--- src/rtl/arm_multicycle_ctrl_if.sv ---
`default_nettype none
// ============================================================================
// Module      : arm_multicycle_ctrl_if
// Description : Bundle of controller <-> datapath / register-file signals for
//               the ARM-subset multicycle core.
//               master : the control unit (drives PC, addresses, strobes)
//               slave  : the datapath side (drives RD, ALUFlags, Result)
// Signals     : RD[31:0]        instruction memory read data
//               ALUFlags[3:0]   {N,Z,C,V} from the ALU
//               Result[31:0]    datapath result (ALU or memory)
//               PC[31:0]        fetch/data address register
//               R15[31:0]       PC+4
//               A1/A2/A3[3:0]   register-file addresses
//               WE3             register-file write enable
//               InstrCode[2:0]  instruction class for the datapath
//               IRWrite, MemWrite, AdrSrc, ResultSrc  strobes
//               ALUSrcB[1:0]    ALU B operand select
//               ALUCmd[3:0]     ALU operation
// Revision    : 1.0 - initial release
// ============================================================================
interface arm_multicycle_ctrl_if;
    logic [31:0] RD;
    logic [3:0]  ALUFlags;
    logic [31:0] Result;
    logic [31:0] PC;
    logic [31:0] R15;
    logic [3:0]  A1;
    logic [3:0]  A2;
    logic [3:0]  A3;
    logic        WE3;
    logic [2:0]  InstrCode;
    logic        IRWrite;
    logic        MemWrite;
    logic        AdrSrc;
    logic [1:0]  ALUSrcB;
    logic [3:0]  ALUCmd;
    logic        ResultSrc;

    modport master (
        input  RD, ALUFlags, Result,
        output PC, R15, A1, A2, A3, WE3, InstrCode,
               IRWrite, MemWrite, AdrSrc, ALUSrcB, ALUCmd, ResultSrc
    );

    modport slave (
        output RD, ALUFlags, Result,
        input  PC, R15, A1, A2, A3, WE3, InstrCode,
               IRWrite, MemWrite, AdrSrc, ALUSrcB, ALUCmd, ResultSrc
    );
endinterface
`default_nettype wire

--- src/rtl/arm_multicycle_ctrl.sv ---
`default_nettype none
// ============================================================================
// Module      : arm_multicycle_ctrl
// Description : Multicycle control unit and PC owner for the ARM-subset core.
//               Latches the fetched instruction, evaluates its condition
//               field against the internal NZCV flags and sequences
//               FETCH -> DECODE -> EXECUTE -> WRITEBACK.
// Ports       : CLK     system clock, all state on posedge
//               RESETn  asynchronous active-low reset
//               bus     arm_multicycle_ctrl_if.master (see interface header)
// Parameters  : RESET_PC  PC value loaded on reset
// Revision    : 1.0 - initial release
// ============================================================================
module arm_multicycle_ctrl #(
    parameter logic [31:0] RESET_PC = 32'h0000_0000
) (
    input  wire                   CLK,
    input  wire                   RESETn,
    arm_multicycle_ctrl_if.master bus
);

    typedef enum logic [3:0] {
        S_FETCH    = 4'd0,
        S_DECODE   = 4'd1,
        S_MEMADR   = 4'd2,
        S_MEMREAD  = 4'd3,
        S_MEMWB    = 4'd4,
        S_MEMWRITE = 4'd5,
        S_EXECR    = 4'd6,
        S_EXECI    = 4'd7,
        S_ALUWB    = 4'd8,
        S_BRANCH   = 4'd9
    } state_t;

    localparam logic [1:0] OP_DP  = 2'b00;
    localparam logic [1:0] OP_MEM = 2'b01;
    localparam logic [1:0] OP_BR  = 2'b10;

    // ------------------------------------------------------------------
    // State
    // ------------------------------------------------------------------
    state_t      state_q, state_d;
    logic [31:0] pc_q;
    // Only the instruction fields the controller consumes are kept:
    // ir_hi_q holds Instr[31:12], ir_rm_q holds Instr[3:0]. The immediate
    // bits in between are consumed by the datapath directly from memory.
    logic [19:0] ir_hi_q;
    logic [3:0]  ir_rm_q;
    logic [3:0]  flags_q;

    // Strobes are registered from the next state so they are clean for the
    // full cycle of the state they belong to.
    logic irwrite_q,   irwrite_d;
    logic we3_q,       we3_d;
    logic memwrite_q,  memwrite_d;
    logic adrsrc_q,    adrsrc_d;
    logic resultsrc_q, resultsrc_d;

    // ------------------------------------------------------------------
    // Instruction field extraction
    // ------------------------------------------------------------------
    logic [3:0] w_cond;
    logic [1:0] w_op;
    logic       w_ibit;
    logic [3:0] w_cmd;
    logic       w_ubit;
    logic       w_sl;
    logic       w_link;
    logic [3:0] w_rn;
    logic [3:0] w_rd;

    assign w_cond = ir_hi_q[19:16];
    assign w_op   = ir_hi_q[15:14];
    assign w_ibit = ir_hi_q[13];
    assign w_cmd  = ir_hi_q[12:9];
    assign w_link = ir_hi_q[12];
    assign w_ubit = ir_hi_q[11];
    assign w_sl   = ir_hi_q[8];
    assign w_rn   = ir_hi_q[7:4];
    assign w_rd   = ir_hi_q[3:0];

    // ------------------------------------------------------------------
    // Condition evaluation against the stored flags
    // ------------------------------------------------------------------
    logic w_n, w_z, w_c, w_v;
    logic w_cond_ok;

    assign {w_n, w_z, w_c, w_v} = flags_q;

    always_comb begin
        w_cond_ok = 1'b0;
        case (w_cond)
            4'b0000: w_cond_ok = w_z;
            4'b0001: w_cond_ok = ~w_z;
            4'b0010: w_cond_ok = w_c;
            4'b0011: w_cond_ok = ~w_c;
            4'b0100: w_cond_ok = w_n;
            4'b0101: w_cond_ok = ~w_n;
            4'b0110: w_cond_ok = w_v;
            4'b0111: w_cond_ok = ~w_v;
            4'b1000: w_cond_ok = w_c & ~w_z;
            4'b1001: w_cond_ok = ~w_c | w_z;
            4'b1010: w_cond_ok = (w_n == w_v);
            4'b1011: w_cond_ok = (w_n != w_v);
            4'b1100: w_cond_ok = ~w_z & (w_n == w_v);
            4'b1101: w_cond_ok = w_z | (w_n != w_v);
            4'b1110: w_cond_ok = 1'b1;
            default: w_cond_ok = 1'b0;
        endcase
    end

    // Compare/test opcodes (TST, TEQ, CMP, CMN) only affect flags.
    logic w_no_wb;
    assign w_no_wb = (w_cmd[3:2] == 2'b10);

    // ------------------------------------------------------------------
    // Combinational decode from IR (stable for the whole instruction)
    // ------------------------------------------------------------------
    logic [2:0] w_instr_code;
    logic [1:0] w_alusrcb;
    logic [3:0] w_alucmd;

    always_comb begin
        w_instr_code = 3'b110;
        if (w_cond_ok) begin
            case (w_op)
                OP_DP:   w_instr_code = {2'b00, w_ibit};
                OP_MEM:  w_instr_code = w_sl ? 3'b010 : 3'b011;
                OP_BR:   w_instr_code = w_link ? 3'b111 : 3'b100;
                default: w_instr_code = 3'b110;
            endcase
        end
    end

    always_comb begin
        w_alusrcb = 2'b00;
        case (w_op)
            OP_DP:   w_alusrcb = {1'b0, w_ibit};
            OP_MEM:  w_alusrcb = 2'b01;
            OP_BR:   w_alusrcb = 2'b10;
            default: w_alusrcb = 2'b00;
        endcase
    end

    always_comb begin
        w_alucmd = 4'b0100;
        if (w_op == OP_DP) begin
            w_alucmd = w_cmd;
        end else if ((w_op == OP_MEM) && !w_ubit) begin
            w_alucmd = 4'b0010;
        end
    end

    // ------------------------------------------------------------------
    // Next-state logic
    // ------------------------------------------------------------------
    always_comb begin
        state_d = state_q;
        case (state_q)
            S_FETCH:  state_d = S_DECODE;
            S_DECODE: begin
                if (!w_cond_ok) begin
                    state_d = S_FETCH;
                end else begin
                    case (w_op)
                        OP_DP:   state_d = w_ibit ? S_EXECI : S_EXECR;
                        OP_MEM:  state_d = S_MEMADR;
                        OP_BR:   state_d = S_BRANCH;
                        default: state_d = S_FETCH;
                    endcase
                end
            end
            S_MEMADR:   state_d = w_sl ? S_MEMREAD : S_MEMWRITE;
            S_MEMREAD:  state_d = S_MEMWB;
            S_MEMWB:    state_d = S_FETCH;
            S_MEMWRITE: state_d = S_FETCH;
            S_EXECR:    state_d = S_ALUWB;
            S_EXECI:    state_d = S_ALUWB;
            S_ALUWB:    state_d = S_FETCH;
            S_BRANCH:   state_d = S_FETCH;
            default:    state_d = S_FETCH;
        endcase
    end

    // Strobe values for the state about to be entered. IR is already
    // stable whenever ALUWB is the next state, so w_no_wb is valid here.
    always_comb begin
        irwrite_d   = (state_d == S_FETCH);
        we3_d       = (state_d == S_MEMWB) ||
                      ((state_d == S_ALUWB) && !w_no_wb);
        memwrite_d  = (state_d == S_MEMWRITE);
        adrsrc_d    = (state_d == S_MEMREAD) || (state_d == S_MEMWB) ||
                      (state_d == S_MEMWRITE);
        resultsrc_d = (state_d == S_MEMWB);
    end

    // ------------------------------------------------------------------
    // Sequential state
    // ------------------------------------------------------------------
    always_ff @(posedge CLK or negedge RESETn) begin
        if (!RESETn) begin
            state_q     <= S_FETCH;
            pc_q        <= RESET_PC;
            ir_hi_q     <= 20'd0;
            ir_rm_q     <= 4'd0;
            flags_q     <= 4'd0;
            // Reset parks the FSM in FETCH, so IRWrite must be ready to
            // assert as soon as RESETn is released.
            irwrite_q   <= 1'b1;
            we3_q       <= 1'b0;
            memwrite_q  <= 1'b0;
            adrsrc_q    <= 1'b0;
            resultsrc_q <= 1'b0;
        end else begin
            state_q     <= state_d;
            irwrite_q   <= irwrite_d;
            we3_q       <= we3_d;
            memwrite_q  <= memwrite_d;
            adrsrc_q    <= adrsrc_d;
            resultsrc_q <= resultsrc_d;

            case (state_q)
                S_FETCH: begin
                    ir_hi_q <= bus.RD[31:12];
                    ir_rm_q <= bus.RD[3:0];
                    pc_q    <= pc_q + 32'd4;
                end
                S_BRANCH: begin
                    pc_q <= bus.Result;
                end
                S_ALUWB: begin
                    if (w_sl) begin
                        flags_q <= bus.ALUFlags;
                    end
                end
                default: begin
                end
            endcase

            // A register-file write to R15 redirects the PC in the same
            // writeback cycle.
            if (we3_q && (w_rd == 4'd15)) begin
                pc_q <= bus.Result;
            end
        end
    end

    // ------------------------------------------------------------------
    // Outputs
    // ------------------------------------------------------------------
    assign bus.PC        = pc_q;
    assign bus.R15       = pc_q + 32'd4;
    assign bus.A1        = (w_op == OP_BR) ? 4'd15 : w_rn;
    assign bus.A2        = ((w_op == OP_MEM) && !w_sl) ? w_rd : ir_rm_q;
    assign bus.A3        = w_rd;
    assign bus.InstrCode = w_instr_code;
    assign bus.ALUSrcB   = w_alusrcb;
    assign bus.ALUCmd    = w_alucmd;
    assign bus.ResultSrc = resultsrc_q;

    // Strobes are forced low for as long as RESETn is asserted, so a
    // pending memory write is dropped the instant reset arrives.
    assign bus.IRWrite   = irwrite_q  & RESETn;
    assign bus.WE3       = we3_q      & RESETn;
    assign bus.MemWrite  = memwrite_q & RESETn;
    assign bus.AdrSrc    = adrsrc_q   & RESETn;

endmodule
`default_nettype wire

--- src/flat_wrapper.sv ---
// flat-port wrapper written by rule: the top's interface ports become plain ports
module arm_multicycle_ctrl_flat 
#(
    parameter logic [31:0] RESET_PC = 32'h0000_0000
)
  (CLK, RESETn, bus_RD, bus_ALUFlags, bus_Result, bus_PC, bus_R15, bus_A1, bus_A2, bus_A3, bus_WE3, bus_InstrCode, bus_IRWrite, bus_MemWrite, bus_AdrSrc, bus_ALUSrcB, bus_ALUCmd, bus_ResultSrc);
  arm_multicycle_ctrl_if bus_i ();
  input  wire CLK;
  input  wire RESETn;
  input wire logic [$bits(bus_i.RD)-1:0] bus_RD;
  input wire logic [$bits(bus_i.ALUFlags)-1:0] bus_ALUFlags;
  input wire logic [$bits(bus_i.Result)-1:0] bus_Result;
  output wire logic [$bits(bus_i.PC)-1:0] bus_PC;
  output wire logic [$bits(bus_i.R15)-1:0] bus_R15;
  output wire logic [$bits(bus_i.A1)-1:0] bus_A1;
  output wire logic [$bits(bus_i.A2)-1:0] bus_A2;
  output wire logic [$bits(bus_i.A3)-1:0] bus_A3;
  output wire logic [$bits(bus_i.WE3)-1:0] bus_WE3;
  output wire logic [$bits(bus_i.InstrCode)-1:0] bus_InstrCode;
  output wire logic [$bits(bus_i.IRWrite)-1:0] bus_IRWrite;
  output wire logic [$bits(bus_i.MemWrite)-1:0] bus_MemWrite;
  output wire logic [$bits(bus_i.AdrSrc)-1:0] bus_AdrSrc;
  output wire logic [$bits(bus_i.ALUSrcB)-1:0] bus_ALUSrcB;
  output wire logic [$bits(bus_i.ALUCmd)-1:0] bus_ALUCmd;
  output wire logic [$bits(bus_i.ResultSrc)-1:0] bus_ResultSrc;
  assign bus_i.RD = bus_RD;
  assign bus_i.ALUFlags = bus_ALUFlags;
  assign bus_i.Result = bus_Result;
  assign bus_PC = bus_i.PC;
  assign bus_R15 = bus_i.R15;
  assign bus_A1 = bus_i.A1;
  assign bus_A2 = bus_i.A2;
  assign bus_A3 = bus_i.A3;
  assign bus_WE3 = bus_i.WE3;
  assign bus_InstrCode = bus_i.InstrCode;
  assign bus_IRWrite = bus_i.IRWrite;
  assign bus_MemWrite = bus_i.MemWrite;
  assign bus_AdrSrc = bus_i.AdrSrc;
  assign bus_ALUSrcB = bus_i.ALUSrcB;
  assign bus_ALUCmd = bus_i.ALUCmd;
  assign bus_ResultSrc = bus_i.ResultSrc;
  arm_multicycle_ctrl #(.RESET_PC(RESET_PC)) u_core (.CLK(CLK), .RESETn(RESETn), .bus(bus_i));
endmodule
--- config.mk ---
export PLATFORM = sky130hd
export DESIGN_NAME = arm_multicycle_ctrl_flat
export DESIGN_NICKNAME = d
export VERILOG_FILES = /design/src/rtl/arm_multicycle_ctrl_if.sv /design/src/rtl/arm_multicycle_ctrl.sv /design/src/flat_wrapper.sv
export SDC_FILE = /design/constraint.sdc
export NUM_CORES = 1
export LEC_CHECK = 0
export ABC_CLOCK_PERIOD_IN_PS = 6400
export BUFFER_PORTS_ARGS = -buffer_cell sky130_fd_sc_hd__clkbuf_2
export CORE_MARGIN = 3
export CORE_UTILIZATION = 53
export DETAILED_ROUTE_END_ITERATION = 6
export PLACE_DENSITY = 0.86
export SLEW_MARGIN = 5
export SYNTH_ARGS = -nofsm -noshare
export SYNTH_HDL_FRONTEND = slang
export SYNTH_SLANG_ARGS = --single-unit
--- constraint.sdc ---
create_clock -name CLK -period 6.4 [get_ports CLK]
set_clock_uncertainty 0.1 [all_clocks]
set_input_delay 1.28 -clock CLK [delete_from_list [all_inputs] [get_ports CLK]]
set_output_delay 1.28 -clock CLK [all_outputs]
set_load 0.02 [all_outputs]
==> results.toml <==
[clock_tree]
clock-sinks = 69
cts_resized = 0
postCtsSetupBuffers = 0
cts-buffers-inserted = 9
path_clk_slew_ns = 0.07
worstSkewPairLatency_ns = 0.33
htreeDepth = 3
cts_tree = "yes"
cts_root_buffer = "clkbuf_8"
cts.path.max_buffers = 2
postCtsHoldBufs = 0

[power]
switching_power_w = 0.00142
power_frac_clock_pct = 10.2
switching_share_pct = 48.9
cell_internal_pwr_w = 0.00148
p_leak_nw = 2.31
power.share.combinational_pct = 56.5
powerDensity_nw_per_um2 = 588
ir_drop_mv = 0.326
seqPwrFrac_pct = 33.3

[routing]
drc_errors = 0
wl_per_cell_um = 14.7
final_antenna_net_count = 0
first_iter_violations = 143
first_pass_iters = 4
vias = 3505
routed_via_density = 5.28
drt-total-wl_um = 9780

[yosys]
ys.warnings.count = 0
syn_area_um2 = 4020
avgSynthCellArea_um2 = 9.49
synth.distinct_cells = 47
yosysTopAreaCell = "dfrtp_1"
synth_nets = 494
synth_seq_cells = 69
synth_area_leaders = "dfrtp_1 (42%), mux2_2 (9.0%), xor2_1 (6.8%), xnor2_1 (6.5%), nor2_1 (5.0%)"
seq_area_frac_synth_pct = 43.0
netlist_instances = 423
synth_top_cell_area_share_pct = 42.4
synth_xor_area_share_pct = 13.3
synth_simple_gate_area_share_pct = 21.5
synth_compound_area_share_pct = 7.35
synthAdderAreaFrac_pct = 0.312
synth.area.mux_share_pct = 9.97
synth_top_family_by_area = "simple AND/OR/NAND/NOR gates"

[final_layout]
drive_gt1_share_pct = 37.9
design_area_um2 = 4940
diodes = 0
fin_nets = 631
area_delta_synth_final_pct = 23.0

[place]
gp_congestion = 0.815
portBuffers = 151
place_area_um2 = 4780
post-dp-hpwl_um = 7240

[run]
maxCapViolCount = 0

[floorplanning]
dieHeight_um = 93.0
io_pins = 160
fp.coreArea_um2 = 7290
die_area_um2 = 8660
fp-row-count = 31
start_util_pct = 55.1
die_w_um = 93.0

[timing]
report.final.hold_viol_count = 0
slew_violations = 0
rsz0062_at_grt = "false"
setup_viol_count_final = 0
post-route-min-period_ns = 4.04
period_share_pct = 63.2
fin_setup_tns_ns = 0
max_slew_margin_pct = 42.2
max_freq_mhz = 247
worst_slew_pin_slew_ns = 0.867

[critical_path]
max_stage_delay_ns = 0.58
worstPathCellList = "nand3_2 -> nor3_1 -> and2_0 -> nand4_1 -> xnor2_1 -> clkbuf_2"
critPathArrivalTime_ns = 2.66
path_delay_family = "simple AND/OR/NAND/NOR gates"
worst-path-max-fanout = 7
cp-start-kind = "flip-flop"
path_class = "reg2out"
critPathSlowestCell = "nor3_1"
crit_required_ns = 5.02
cp-end-kind = "output pin"
crit_buf_inv = 1

[grt]
grt_max_degree = 63
antenna_found_initial = 0
grt_use_total_pct = 23.0
gr-total-overflow = 0
grt_pass1_wl_um = 16200
grt_pass1_vias = 3530

[run_status]
outcome = "completed"

[min_path]
min_path_type = "reg2reg"
[metrics by stage]
stage	util (%)	instances	hold WS, ns	setup slack, ns	power, W
floorplan	-	423	0.352	2.94	0.00214
global placement	65.5	648	0.383	2.63	0.00256
detailed placement	65.5	648	0.388	2.61	0.00262
CTS	67.7	664	0.405	2.41	0.00292
global route	67.7	664	0.426	2.12	0.00311
finish	67.7	664	0.400	2.36	0.00290
[worst paths after layout]
kind | end | slack, ns | cells after the start | startpoint
worst max register to register | u_core.bus.PC[27]$_DFFE_PN0N_ | 3.92 | 7 | u_core.state_q[1]$_DFF_PN0_
max in group asynchronous | u_core.bus.PC[8]$_DFFE_PN0N_ | 4.28 | 2 | RESETn
worst min-delay path | u_core.ir_hi_q[5]$_DFFE_PN0P_ | 0.40 | 1 | u_core.ir_hi_q[5]$_DFFE_PN0P_
worst min register to register | u_core.ir_hi_q[5]$_DFFE_PN0P_ | 0.40 | 1 | u_core.ir_hi_q[5]$_DFFE_PN0P_
min in group asynchronous | u_core.adrsrc_q$_DFF_PN0_ | 0.98 | 1 | RESETn
worst max-delay path | bus_R15[31] | 2.36 | 6 | u_core.bus.PC[2]$_DFFE_PN0N_
[registers in the layout (all words and copies together) (netlist names)]
register              cells
u_core.irwrite_q          1
u_core.bus.PC            32
u_core.we3_q              1
u_core.ir_rm_q            4
u_core.state_q            4
u_core.memwrite_q         1
u_core.bus.ResultSrc      1
u_core.flags_q            4
u_core.adrsrc_q           1
u_core.ir_hi_q           20
[power by group through the flow]
stage	clock [W]	combinational, W	sequential, W
5_1_grt	0.000323	0.00177	0.00101
6_report	0.000296	0.00164	0.000967
3_3_place_gp	0	0.00161	0.000949
4_1_cts	0.000303	0.00166	0.000963
2_1_floorplan	0	0.00115	0.000990
3_5_place_dp	0	0.00165	0.000968
[cell usage in the layout (no fill, tap or decap), types with 2 or more instances in the layout]
cell,Yosys,layout
nor3b_1,2,2
mux2i_1,4,4
clkbuf_8,0,9
buf_4,7,3
nand3_1,21,21
clkbuf_2,0,150
clkinv_2,0,4
or2_2,3,3
nor2_1,53,53
nand3b_1,2,2
xor2_1,31,31
and3_1,9,9
o22ai_1,2,2
nand4_1,7,7
dfrtp_1,68,68
o21ai_0,3,3
and2_1,11,11
o31ai_1,2,2
mux2_2,32,32
inv_1,8,8
and4_1,3,3
nor3_1,3,3
nand2b_1,7,7
clkbuf_1,11,2
a21oi_1,38,38
xnor2_1,30,30
nand2_1,32,32
nor2b_1,3,3
[metal layers]
layer  routed length, um  GRT usage (%)  vias to the layer above  share of wire, %
met1                4030           29.1                     1698                41
met5                   0              0                        -                 0
li1                    -              -                     1704                 -
met3                 443           3.62                       12               4.5
met4                 157           8.06                        0               1.6
met2                5150           40.0                       91                53
[kinds of logic (layout without fill, tap and decap cells)]
logic type               count (synthesis)  after routing
multiplexers                            36             36
AND/OR/NAND/NOR                        168            168
flip-flops                              69             69
AO/OA/AOI/OAI                           52             52
adder cells (fa/ha/maj)                  1              1
XOR/XNOR                                61             61
buffers and inverters                   36            178
[area by class of cell]
type	instances	area, um^2
fillers	643	2350
flip-flops and latches	69	1730
well taps	99	124
clock buffers	11	131
repair buffers	154	778
clock inverters	5	27.5
multi-input cells	318	2120
inverters	8	30.0
[synthesized netlist by cell type (all sizes together)]
cell type / instances
nor4: 2
o221ai: 1
dfrtp: 68
nand2b: 7
nor2b: 3
dfstp: 1
and2: 12
or2: 3
nand3b: 2
xnor2: 30
nor3b: 3
xor2: 31
a22oi: 2
buf: 17
o2111a: 1
inv: 8
a21oi: 38
nor2: 54
nand4: 7
nand3: 22
ha: 1
mux2: 32
a211oi: 1
clkbuf: 11
nor3: 3
or3: 2
o31ai: 2
or4: 1
and4: 3
a211o: 1
and3b: 1
mux2i: 4
or4b: 1
and3: 9
and4bb: 1
o21ba: 1
o22ai: 2
o21ai: 3
nand2: 32
Power figures use the tool's default switching activity.
